[config.mk]
export PLATFORM = sky130hd
export DESIGN_NAME = axil_ram_slave
export DESIGN_NICKNAME = d
export VERILOG_FILES = /design/src/rtl/axil_ram_slave.sv
export SDC_FILE = /design/constraint.sdc
export NUM_CORES = 2
export LEC_CHECK = 0
export CAP_MARGIN = 20
export CORE_MARGIN = 5
export CORE_UTILIZATION = 60
export CTS_BUF_LIST = sky130_fd_sc_hd__clkbuf_4
export CTS_CLUSTER_SIZE = 25
export DETAILED_ROUTE_END_ITERATION = 16
export GPL_TIMING_DRIVEN = 0
export HOLD_SLACK_MARGIN = 0.08
export PLACE_DENSITY = 0.75
export RECOVER_POWER = 50
export SLEW_MARGIN = 20
export SYNTH_ARGS = -nofsm -noshare
export SYNTH_HDL_FRONTEND = slang
export SYNTH_SLANG_ARGS = --single-unit
[constraint.sdc]
create_clock -name clk -period 5 [get_ports clk]
set_clock_uncertainty 0.05 [all_clocks]
set_input_delay 1 -clock clk [delete_from_list [all_inputs] [get_ports clk]]
set_output_delay 1 -clock clk [all_outputs]
set_load 0.01 [all_outputs]
[src/rtl/axil_ram_slave.sv]
// AXI4-Lite single-port RAM slave with byte strobes, configurable read latency,
// SLVERR on out-of-range addresses and a backdoor word-load port.
module axil_ram_slave #(
  parameter int unsigned DATA_W = 32,
  parameter int unsigned ADDR_W = 32,
  parameter int unsigned DEPTH  = 32,
  parameter int unsigned RD_LAT = 0
) (
  input  logic                     clk,
  input  logic                     rst,
  input  logic                     load_en,
  input  logic [$clog2(DEPTH)-1:0] load_addr,
  input  logic [DATA_W-1:0]        load_data,
  input  logic [ADDR_W-1:0]        ARADDR,
  input  logic                     ARVALID,
  output logic                     ARREADY,
  output logic [DATA_W-1:0]        RDATA,
  output logic [1:0]               RRESP,
  output logic                     RVALID,
  input  logic                     RREADY,
  input  logic [ADDR_W-1:0]        AWADDR,
  input  logic                     AWVALID,
  output logic                     AWREADY,
  input  logic [DATA_W-1:0]        WDATA,
  input  logic [DATA_W/8-1:0]      WSTRB,
  input  logic                     WVALID,
  output logic                     WREADY,
  output logic [1:0]               BRESP,
  output logic                     BVALID,
  input  logic                     BREADY
);
  localparam int unsigned STRB_W = DATA_W / 8;
  localparam int unsigned OFFS_W = $clog2(STRB_W);
  localparam int unsigned IDX_W  = $clog2(DEPTH);
  localparam logic [2:0]  LAT    = 3'(RD_LAT);
  localparam logic [1:0]  OKAY   = 2'b00;
  localparam logic [1:0]  SLVERR = 2'b10;

  typedef enum logic [1:0] {RIdle, RWait, RResp} r_state_e;
  typedef enum logic [0:0] {WIdle, WResp} w_state_e;

  logic [DATA_W-1:0] mem [DEPTH];

  function automatic logic in_range(logic [ADDR_W-1:0] a);
    return (a >> (OFFS_W + IDX_W)) == '0;
  endfunction

  function automatic logic [IDX_W-1:0] word_idx(logic [ADDR_W-1:0] a);
    return a[OFFS_W +: IDX_W];
  endfunction

  // Read channel
  r_state_e          r_state_q, r_state_d;
  logic [ADDR_W-1:0] r_addr_q, r_addr_d, r_sample_addr;
  logic [2:0]        r_cnt_q, r_cnt_d;
  logic [DATA_W-1:0] rdata_q, rdata_d;
  logic [1:0]        rresp_q, rresp_d;
  logic              r_sample;

  always_comb begin
    r_state_d     = r_state_q;
    r_addr_d      = r_addr_q;
    r_cnt_d       = r_cnt_q;
    r_sample      = 1'b0;
    r_sample_addr = r_addr_q;
    ARREADY       = 1'b0;
    RVALID        = 1'b0;
    unique case (r_state_q)
      RIdle: begin
        ARREADY = 1'b1;
        if (ARVALID) begin
          r_addr_d = ARADDR;
          r_cnt_d  = '0;
          if (RD_LAT == 0) begin
            r_state_d     = RResp;
            r_sample      = 1'b1;
            r_sample_addr = ARADDR;
          end else begin
            r_state_d = RWait;
          end
        end
      end
      RWait: begin
        if (r_cnt_q == LAT - 3'd1) begin
          r_state_d = RResp;
          r_sample  = 1'b1;
        end else begin
          r_cnt_d = r_cnt_q + 3'd1;
        end
      end
      RResp: begin
        RVALID = 1'b1;
        if (RREADY) r_state_d = RIdle;
      end
      default: r_state_d = RIdle;
    endcase
  end

  // Data is taken on the edge entering RResp, so a same-edge write is not seen.
  always_comb begin
    rdata_d = rdata_q;
    rresp_d = rresp_q;
    if (r_sample) begin
      if (in_range(r_sample_addr)) begin
        rdata_d = mem[word_idx(r_sample_addr)];
        rresp_d = OKAY;
      end else begin
        rdata_d = '0;
        rresp_d = SLVERR;
      end
    end
  end

  always_ff @(posedge clk or negedge rst) begin
    if (!rst) begin
      r_state_q <= RIdle;
      r_addr_q  <= '0;
      r_cnt_q   <= '0;
      rdata_q   <= '0;
      rresp_q   <= OKAY;
    end else begin
      r_state_q <= r_state_d;
      r_addr_q  <= r_addr_d;
      r_cnt_q   <= r_cnt_d;
      rdata_q   <= rdata_d;
      rresp_q   <= rresp_d;
    end
  end

  assign RDATA = rdata_q;
  assign RRESP = rresp_q;

  // Write channel: AW and W land in separate holding registers in any order
  w_state_e          w_state_q, w_state_d;
  logic              aw_have_q, aw_have_d, w_have_q, w_have_d;
  logic [ADDR_W-1:0] aw_addr_q, aw_addr_d;
  logic [DATA_W-1:0] wdata_q, wdata_d;
  logic [STRB_W-1:0] wstrb_q, wstrb_d;
  logic [1:0]        bresp_q, bresp_d;
  logic              commit;

  always_comb begin
    w_state_d = w_state_q;
    aw_have_d = aw_have_q;
    w_have_d  = w_have_q;
    aw_addr_d = aw_addr_q;
    wdata_d   = wdata_q;
    wstrb_d   = wstrb_q;
    bresp_d   = bresp_q;
    commit    = 1'b0;
    AWREADY   = 1'b0;
    WREADY    = 1'b0;
    BVALID    = 1'b0;
    unique case (w_state_q)
      WIdle: begin
        AWREADY = !aw_have_q;
        WREADY  = !w_have_q;
        if (AWVALID && !aw_have_q) begin
          aw_have_d = 1'b1;
          aw_addr_d = AWADDR;
        end
        if (WVALID && !w_have_q) begin
          w_have_d = 1'b1;
          wdata_d  = WDATA;
          wstrb_d  = WSTRB;
        end
        if (aw_have_d && w_have_d) begin
          commit    = 1'b1;
          aw_have_d = 1'b0;
          w_have_d  = 1'b0;
          bresp_d   = in_range(aw_addr_d) ? OKAY : SLVERR;
          w_state_d = WResp;
        end
      end
      WResp: begin
        BVALID = 1'b1;
        if (BREADY) w_state_d = WIdle;
      end
      default: w_state_d = WIdle;
    endcase
  end

  always_ff @(posedge clk or negedge rst) begin
    if (!rst) begin
      w_state_q <= WIdle;
      aw_have_q <= 1'b0;
      w_have_q  <= 1'b0;
      aw_addr_q <= '0;
      wdata_q   <= '0;
      wstrb_q   <= '0;
      bresp_q   <= OKAY;
    end else begin
      w_state_q <= w_state_d;
      aw_have_q <= aw_have_d;
      w_have_q  <= w_have_d;
      aw_addr_q <= aw_addr_d;
      wdata_q   <= wdata_d;
      wstrb_q   <= wstrb_d;
      bresp_q   <= bresp_d;
    end
  end

  assign BRESP = bresp_q;

  // Backdoor load is assigned last so it overrides a same-word AXI commit.
  always_ff @(posedge clk) begin
    if (rst && commit && in_range(aw_addr_d)) begin
      for (int i = 0; i < STRB_W; i++) begin
        if (wstrb_d[i]) mem[word_idx(aw_addr_d)][8*i +: 8] <= wdata_d[8*i +: 8];
      end
    end
    if (load_en) mem[load_addr] <= load_data;
  end
endmodule

# --- Word level (Yosys, flattened, before mapping) ---
# Memories as Yosys holds them, arrays and structs flattened.
# Cells that the tools add are included.
word_totals:
  ram_bits: 1024
  wordCells: 93
  out_inout_bits: 41
  n_memories: 1
  ff_bits: 144
  inputBits: 145
mem_list:
  columns: ["memory", "depth", "width", "read_ports", "rd_clocked_by_memory_dff", "wr", "line_no", "source"]
  rows:
  - ["mem", 32, 32, 1, 0, 2, "42", "logic [DATA_W-1:0] mem [DEPTH];"]
classes:
  eq_ne: 7
  n_addsub: 1
  n_bitwise: 1
  reduce_logical: 18
  n_mux: 51
ops:
  columns: ["operator", "count"]
  rows:
  - ["$mux 32", 8]
  - ["$logic_not 32->1", 3]
  - ["$mux 1", 30]
  - ["$mux 2", 5]
  - ["$mux 4", 2]
  - ["$ne 2x2->1 const B", 4]
  - ["$mux 3", 2]
  - ["$pmux 2 s3", 1]
  - ["$pmux 3 s2", 1]
  - ["$reduce_and 2->1", 3]
  - ["$reduce_and 3->1", 2]
  - ["$logic_and 1x1->1", 5]
  - ["$pmux 1 s2", 2]
  - ["$reduce_bool 2->1", 2]
  - ["$add 3x1->3 const B", 1]
  - ["$eq 3x3->1 const B", 1]
  - ["$eq 2x1->1 const B", 1]
  - ["$eq 2x2->1 const B", 1]
  - ["$logic_not 1->1", 2]
  - ["$logic_not 2->1", 1]
  - ["$not 1->1", 1]

# --- Depth between registers and ports, before layout ---
depth:
  ltp_word: 11
  ltp_mapped: 13

# --- Least setup slack after synthesis ---
# Ideal clock, no wire load.
synth_timing:
  path_kind: "input port to flip-flop"
  start: "input port AWVALID"
  end: "memory mem[0][0], enable pin"
  n_path_buf: 3
  arrival_time_ns: 3.398
  setup_slack_ns: 1.168
  path_stages: 9
  required_ns: 4.566
  cell_sequence: "nor3b_1 buf_2 buf_2 mux2_2 nor4_1 and4_1 nand3_1 clkbuf_1 o21ai_0"
synth_rtl:
  columns: ["item", "line_no", "source"]
  rows:
  - ["from (decl)", "22", "input logic AWVALID,"]
  - ["to (decl)", "42", null]

# --- Final worst setup path ---
layout_timing:
  start: "register r_state_q[1]"
  end: "register rdata_q[29] (netlist: RDATA[29])"
layout_via:
  elab_chain_cells: 4
  word_cells_on_any_way: 7
layout_rtl:
  columns: ["item", "line_no", "source"]
  rows:
  - ["from (decl)", "53", "r_state_e r_state_q, r_state_d;"]
  - ["from (signal assigned)", "116", "r_state_q <= RIdle;"]
  - ["from (signal assigned)", "122", "r_state_q <= r_state_d;"]
  - ["$logic_not 2->1", "68", "unique case (r_state_q)"]
  - ["$mux 32", "68", null]
  - ["$mem_v2 32x32 or $logic_not 32->1 (tied branches)", null, null]
  - ["$mux 32", "104", "if (in_range(r_sample_addr)) begin"]
  - ["to (signal assigned)", "125", "rdata_q <= rdata_d;"]
  - ["to (decl)", "56", "logic [DATA_W-1:0] rdata_q, rdata_d;"]
# Several ways; a longest one is shown, not always the timed one.
# A chain may end at the register's enable or synchronous reset.

==> reports/metrics.yaml <==
pin_count: 186
p_int_mw: 19.9
status: "finished, final reports clean"
postSynthCellCount: 5273
finalPower_mw: 30.8
fmax_ghz: 0.202
fin_nets: 5961
cts_tree: "done"
swShare: 0.355
ant_nets: 0
worstPathArrival_ns: 5.98
portBuffers: 179
worstSetupEndpointType: "flop"
path_buf_inv: 4
hold_class: "input pin to async pin"
hold_viol_final: 0
avgRoutedWirePerCell_um: 29.4
yosys_warnings: 0
overflow: 0
clockBufferDepth: 4
critical-path-max-stage-delay_ns: 0.87
grt_max_degree: 70
grt_usage: 0.426
yosys.area.top_type: "edfxtp_1"
syn2layout_area_growth_pct: 13.8
clockPowerShare: 0.282
ys_seq_area_frac: 0.607
synthTopCellsByArea: "edfxtp_1 (55%), a21oi_1 (9.3%), nor2_1 (7.0%)"
crit_chain: "nor2b_1 > clkbuf_1 > mux2i_1 > inv_1 > buf_2 > buf_2 > a221oi_1 > o2bb2ai_1 > a221o_1"
reg2reg_from: "r_state_q[1]$_DFFE_PN0P_"
multiInputGateArea_um2: 19500
place_area_um2: 59500
die_area_um2: 99200
drt-total-wl_mm: 214
die_x_um: 315
required_ns: 6.02
fin_crit_ns: 4.95
start_util: 0.607
ys_types: 56
drv_cap: 0
rsz0062_at_grt: "false"
regArea_um2: 33900
timing.rr.end: "RDATA[29]$_DFFE_PN0P_"
slew_violations: 0
clk_latency_ns: 1.24
drt_iter0_drc: 8301
path_clk_slew_ns: 0.07
drc: 0
ys_async_sr_fraction: 0.108
layout_common_cells: "nor2_1 (1047), a21oi_1 (1036), edfxtp_1 (1024), nand2_1 (539), clkbuf_1 (526)"
avgSynthCellArea_um2: 10.6
cts_buffers: 313
final_common_cell: "nor2_1"
reg2regPathDepth: 9
critPathKind: "flop to flop"
post-route-period-util: 0.991
maxSlewHeadroom: 0.0230
gp_congestion: 1.03
h-tree-depth: 5
first_global_vias: 46200
die_y_um: 315
peakVddDrop_uv: 317
final_cell_area_um2: 63500
synth_edf_count: 1024
setup_violations: 0
row_count: 111
vias_per_cell: 6.59
synth_top_area_share: 0.551
grt_pass1_wl_mm: 306
first_pass_iters: 9
max_slew.worst_pin.slew_ns: 1.42
vias: 48100
cpMostUsedCell: "buf_2"
combPwrFrac: 0.312
placeableCoreArea_um2: 91900
cp_top_family: "buffers and inverters"
cp_slowest_cell: "a221oi_1"
p_switching_mw: 10.9
synth-main-ff-cell: "edfxtp_1"
powerDensity_nw_per_um2: 486
synth_seq_cells: 1148
fillers: 7155
crit_fanout: 10
p_leak_nw: 22.8
antenna_found_initial: 4
reg2reg_slack_ns: 0.05
synth.cell_area_um2: 55800
drive_above_1_share: 0.122
hpwl_mm: 163
startpoint_type: "flop"
p_seq_frac: 0.406
tritoncts_num_sinks: 1148
cts_root_buffer: "clkbuf_4"
## synth_stat cells (all sizes together) (67+ instances only)
cell	n
dfrtp	124
a31oi	68
mux4	122
buf	67
clkbuf	515
edfxtp	1024
mux2i	118
nand2	539
o21ai	137
nor2	1047
a21oi	1037
nand3	88
## worst max path at each step
stage / from / to / slack, ns / cells past startpoint
floorplan: AWVALID / mem[0][0]$_DFFE_PP_ / 1.17 / 9
global placement: rst / mem[18][10]$_DFFE_PP_ / -4.89 / 7
detailed placement: AWVALID / mem[12][24]$_DFFE_PP_ / -0.72 / 10
CTS: w_state_q$_DFF_PN0_ / mem[18][29]$_DFFE_PP_ / 0.23 / 10
global route: w_state_q$_DFF_PN0_ / mem[19][25]$_DFFE_PP_ / 0.04 / 10
finish: r_state_q[1]$_DFFE_PN0P_ / RDATA[29]$_DFFE_PN0P_ / 0.05 / 9
## layout make-up
type,instances,area share
Clock inverter,69,0.00627
Timing Repair Buffer,227,0.0339
Multi-Input combinational cell,3499,0.307
Tap cell,1243,0.0245
Antenna cell,5,0.000197
Sequential cell,1148,0.533
Buffer,582,0.0359
Inverter,45,0.00266
Clock buffer,472,0.0558
## what timing repair did
| item | 4_1_cts | 5_1_grt |
|---|---|---|
| setup endpoints to repair | 0 | 0 |
| hold buffers | 1 | 0 |
| endpoints found under the hold margin | 56 | 0 |
| resized for setup | 0 | 0 |
| setup buffers | 0 | 0 |
## logic make-up (layout without fill, tap and decap cells)
logic type             Yosys count  after routing  synth area share
AND/OR/NAND/NOR               1782           1782             0.127
AO/OA/AOI/OAI                 1432           1432             0.143
flip-flops                    1148           1148             0.607
buffers and inverters          627           1395            0.0440
multiplexers                   283            283            0.0791
other                            1              7         0.0000672
## metrics by stage
step	setup TNS, ns	utilization	hold WS [ns]	setup WS [ns]	std cells
final	0	0.690	0.267	0.0466	7290
after global routing	0	0.690	0.284	0.0445	7286
after CTS	0	0.690	0.225	0.227	7284
after global placement	-5152.06	0.643	0.415	-4.89	6696
after detailed placement	-325.04	0.647	0.419	-0.724	6742
after floorplan	0	-	0.396	1.17	5274
## power by group through the flow
stage	Combinational [mW]	Clock, mW	Sequential, mW
after global placement	8.74	0	12.7
after detailed placement	9.11	0	12.7
after floorplan	5.70	0	12.7
after CTS	9.14	8.60	12.5
final	9.62	8.69	12.5
after global routing	10.1	9.16	12.6
## metal layers
metal  vias to the layer above  wire [µm]  track usage
met3                       812      32700        0.132
met4                         4      14400        0.238
li1                      20300          -            -
met5                         -         59            0
met2                      4081      95300        0.650
met1                     22800      72000        0.548
## flip-flops by register name (all words and copies together), names as in the netlist
name	count
mem	1024
r_state_q	1
aw_have_q	1
w_have_q	1
w_state_q	1
RRESP	1
wstrb_q	4
BRESP	1
aw_addr_q	30
RDATA	32
r_addr_q	20
wdata_q	32
No activity file was read; power rests on OpenSTA's default activity.
